$ cat src/rtl/share_recombiner.sv
// share_recombiner: XOR-recombines a frame of Boolean shares into one value,
// flags frames whose length differs from NUM_SHARES, and presents the result
// on a valid/ready output that blocks new shares until it is taken.
module share_recombiner #(
  parameter int NUM_SHARES = 8,
  parameter int WIDTH      = 8
) (
  input  logic             clk,
  input  logic             rst_n,
  input  logic             s_valid,
  output logic             s_ready,
  input  logic [WIDTH-1:0] s_data,
  input  logic             s_last,
  output logic             m_valid,
  input  logic             m_ready,
  output logic [WIDTH-1:0] m_data,
  output logic             m_err
);

  // Counter must hold NUM_SHARES itself so it can saturate once a frame overruns.
  localparam int CW = $clog2(NUM_SHARES + 1);
  localparam logic [CW-1:0] LAST_IDX = CW'(NUM_SHARES - 1);

  typedef enum logic [1:0] {
    ACCUM = 2'd0,  // collecting shares; count 0 here means idle
    DRAIN = 2'd1,  // frame overran: swallow beats until s_last
    HOLD  = 2'd2   // result presented, waiting for m_ready
  } state_t;

  state_t           state, state_nxt;
  logic [WIDTH-1:0] acc, acc_nxt;
  logic [CW-1:0]    cnt, cnt_nxt;
  logic             err, err_nxt;
  logic             run;
  logic             beat;

  // s_ready stays low during reset and rises at the first edge after release.
  assign s_ready = run && (state != HOLD);
  assign beat    = s_valid && s_ready;

  // Gate the outputs so no share or partial XOR leaks out while m_valid is low.
  assign m_valid = (state == HOLD);
  assign m_data  = m_valid ? acc : '0;
  assign m_err   = m_valid & err;

  // Run flag: marks that at least one clock edge has passed since reset release.
  always_ff @(posedge clk or negedge rst_n) begin
    // NOTE: sequential state is updated with <= so every register samples
    // pre-edge values regardless of block ordering.
    if (!rst_n) run <= 1'b0;
    else        run <= 1'b1;
  end

  // State register.
  always_ff @(posedge clk or negedge rst_n) begin
    if (!rst_n) state <= ACCUM;
    else        state <= state_nxt;
  end

  // Accumulator, share counter and error flag registers.
  always_ff @(posedge clk or negedge rst_n) begin
    if (!rst_n) begin
      acc <= '0;
      cnt <= '0;
      err <= 1'b0;
    end else begin
      acc <= acc_nxt;
      cnt <= cnt_nxt;
      err <= err_nxt;
    end
  end

  // Next-state and datapath update rules.
  always_comb begin
    // NOTE: every target gets a hold-value default first, so no path through
    // the case leaves one unassigned and no latch is inferred.
    state_nxt = state;
    acc_nxt   = acc;
    cnt_nxt   = cnt;
    err_nxt   = err;
    case (state)
      ACCUM: begin
        if (beat) begin
          acc_nxt = acc ^ s_data;
          cnt_nxt = cnt + CW'(1);
          if (s_last) begin
            err_nxt   = (cnt != LAST_IDX);
            state_nxt = HOLD;
          end else if (cnt == LAST_IDX) begin
            // Last legal share arrived without s_last: result is final, rest is dropped.
            err_nxt   = 1'b1;
            state_nxt = DRAIN;
          end
        end
      end
      DRAIN: begin
        // Accumulator and saturated counter are frozen here.
        if (beat && s_last) state_nxt = HOLD;
      end
      HOLD: begin
        if (m_ready) begin
          state_nxt = ACCUM;
          acc_nxt   = '0;
          cnt_nxt   = '0;
          err_nxt   = 1'b0;
        end
      end
      default: state_nxt = ACCUM;
    endcase
  end

endmodule

$ cat config.mk
export PLATFORM = sky130hd
export DESIGN_NAME = share_recombiner
export DESIGN_NICKNAME = d
export VERILOG_FILES = /design/src/rtl/share_recombiner.sv
export SDC_FILE = /design/constraint.sdc
export NUM_CORES = 1
export LEC_CHECK = 0
export CAP_MARGIN = 30
export CORE_UTILIZATION = 48
export CTS_CLUSTER_DIAMETER = 200
export DETAILED_ROUTE_END_ITERATION = 8
export PLACE_DENSITY = 0.89
export SKIP_CTS_REPAIR_TIMING = 1
export SLEW_MARGIN = 20
export SYNTH_ARGS = -nofsm -noshare
export SYNTH_HDL_FRONTEND = slang
export SYNTH_SLANG_ARGS = --single-unit
$ cat constraint.sdc
create_clock -name clk -period 3.05 [get_ports clk]
set_input_delay 0.7625 -clock clk [delete_from_list [all_inputs] [get_ports clk]]
set_output_delay 0.7625 -clock clk [all_outputs]
set_load 0.01 [all_outputs]
==> flow_metrics.py <==
metrics = {
    "synth": {
        "synthDominantAreaCellType": "dfrtp_1",
        "syn_nets": 97,
        "yosys-top-cells-area": "dfrtp_1, nor3b_1, a211o_1, and2_1, nand3_1",
        "syn_inst": 83,
        "seq_area_frac_synth_pct": 45.5,
        "synth_area_um2": 880,
        "ys_seq_elements": 16,
        "synthDistinctLibCells": 29,
        "synth_top_area_share_pct": 45.5,
        "ys_warn_count": 0,
        "syn_area_per_cell_um2": 10.6,
    },
    "cts": {
        "clk_latency_ns": 0.29,
        "numCtsBuffers": 3,
        "cts_tree": "yes",
        "clk_pin_slew_ns": 0.10,
        "cts_max_level": 1,
        "cts-root-buf": "clkbuf_4",
        "clock_path_buffers": 2,
        "cts.sinks": 16,
    },
    "outcome": {
        "status": "finished clean",
    },
    "grt": {
        "grt_max_degree": 21,
        "antenna_found_initial": 0,
        "grt_pass1_wl_mm": 2.79,
        "gr-usage-all-layers_pct": 19.9,
        "grt_pass1_vias": 644,
        "grt-ovfl-total": 0,
    },
    "critical_path": {
        "cp_cell_sequence": "nand2b_2, inv_2, and2_1, clkdlybuf4s50_1",
        "path_buf_inv": 2,
        "r2r_slack_ns": 1.56,
        "critPathTopFamily": "buffers and inverters",
        "critPathKind": "flip-flop to output pin",
        "reg2regPathDepth": 4,
        "cp.arrival_ns": 1.87,
        "slowest_stage": "clkdlybuf4s50_1",
        "required_ns": 2.29,
        "cp-start-kind": "flip-flop",
        "critical-path-max-stage-delay_ns": 0.53,
        "timing.rr.end": "cnt[3]",
        "r2r-start": "state[1]",
        "cp-end-kind": "output pin",
        "cp_max_fo": 20,
    },
    "floorplanning": {
        "initial_utilization_pct": 50.9,
        "io_pins": 24,
        "die_w_um": 44.8,
        "die-area_um2": 2010,
        "coreArea_um2": 1730,
        "rows": 15,
        "die_h_um": 44.8,
    },
    "timing": {
        "min_period_over_period_pct": 86.4,
        "hold_viol_final": 0,
        "max_freq_mhz": 379,
        "slew_headroom_pct": 52.1,
        "period_needed_ns": 2.64,
        "worstMarginPinSlew_ns": 0.716,
        "hold_ws_ns": 0.531,
        "setup_ws_ns": 0.414,
        "fin_skew_ns": 0.00432,
        "setup-violations-final": 0,
        "setup_tns_ns": 0,
        "finalMaxSlewViolations": 0,
        "rsz0062_at_grt": "no",
    },
    "placed_design": {
        "placed_cell_area_um2": 1120,
        "pre_cts_ws_ns": 0.736,
        "io_buffers": 23,
        "dpl.hpwl_mm": 1.20,
        "gp_congestion": 0.728,
    },
    "cells_and_area": {
        "layout_common_cells": "clkdlybuf4s50_1, nor3b_1, dfrtp_1",
        "n_antenna_cell": 0,
        "layout_commonest_cell": "clkdlybuf4s50_1",
        "drive_gt1_share_pct": 7.48,
        "area_growth_pct": 31.7,
        "fin_nets": 122,
        "fin_area_um2": 1160,
    },
    "hold_path": {
        "min-delay-start": "acc[6]",
        "hold-path-endpoint": "acc[6]",
        "hold_class": "flip-flop to flip-flop",
        "hold_path_depth": 1,
    },
    "power": {
        "ir_drop_uv": 426,
        "p_leak_nw": 0.477,
        "power_density_nw_per_um2": 673,
        "p_total_uw": 780,
    },
    "routing": {
        "drtIter0Drc": 5,
        "routed_wl_mm": 1.68,
        "viasPerCell": 5.40,
        "post_drt_wl_per_cell_um": 12.7,
        "drc": 0,
        "first_pass_iters": 2,
        "ant_nets": 0,
        "num_vias": 713,
    },
    "flow_run": {
        "maxCapViolCount": 0,
    },
}
[power breakdown]
| part | switching, mW | leakage [nW] | total (mW) | internal, mW |
|---|---|---|---|---|
| registers | 0.0702 | 0.185 | 0.367 | 0.296 |
| clock network | 0.0699 | 0.0210 | 0.143 | 0.0729 |
| logic | 0.0996 | 0.271 | 0.270 | 0.171 |
[stage by stage]
| step | utilization (%) | instances |
|---|---|---|
| after floorplan | - | 83 |
| after global placement | 65.0 | 128 |
| after detailed placement | 65.0 | 128 |
| after CTS | 67.1 | 132 |
| after global routing | 67.1 | 132 |
| final | 67.1 | 132 |
[worst max-delay path by stage]
stage | start | to | slack [ns] | cells after the start
2_1_floorplan | state[0] | m_data[0] | 1.11 | 5
3_3_place_gp | state[0] | m_data[4] | 0.78 | 4
3_5_place_dp | state[0] | m_data[2] | 0.74 | 4
4_1_cts | state[0] | m_data[2] | 0.41 | 4
5_1_grt | state[0] | m_err | 0.29 | 4
6_report | state[0] | m_data[4] | 0.41 | 4
[kinds of logic (layout without fill, tap and decap cells)]
family,Yosys count,after routing,share of synthesized area [%]
and+or+nand+nor,39,39,31.4
adders and majority gates,1,1,1.42
buffers and inverters,6,30,3.84
DFF,16,16,45.5
muxes,1,1,1.28
AOI/OAI and AO/OA,19,19,16.1
other,1,1,0.426
[state kept, by name (all words and copies together) (netlist names)]
signal / flops
acc: 8
cnt: 4
state: 2
err: 1
run: 1
[routing by layer]
| metal | vias up | GRT usage [%] | part of all wire (%) |
|---|---|---|---|
| li1 | 357 | - | - |
| met1 | 331 | 25.5 | 46 |
| met2 | 23 | 30.3 | 48 |
| met3 | 2 | 7.20 | 5.4 |
| met4 | 0 | 9.09 | 1.1 |
| met5 | - | 0 | 0 |
[cells in the mapped netlist]
cell type / number
nor3b_1: 17
dfrtp_1: 16
and2_1: 10
a211o_1: 8
nand3_1: 4
buf_2: 3
a21oi_1: 2
o21ai_0: 2
a21o_1: 1
a22o_1: 1
a31oi_1: 1
and3_1: 1
and3b_1: 1
and4bb_1: 1
buf_6: 1
conb_1: 1
ha_1: 1
inv_1: 1
inv_2: 1
mux2_2: 1
nand2_1: 1
nand2b_2: 1
nand3b_1: 1
nand4bb_1: 1
o211ai_1: 1
o21ai_1: 1
o21ba_1: 1
o22ai_1: 1
or4_1: 1
[cell type report]
class                   instances  area (um^2)
clock buffers                   4         36.3
flip-flops and latches         16          400
inverters                       2         7.51
fillers                       144          568
repair buffers                 24          238
well taps                      25         31.3
multi-input cells              61          445
No activity file was read; power rests on OpenSTA's default activity.
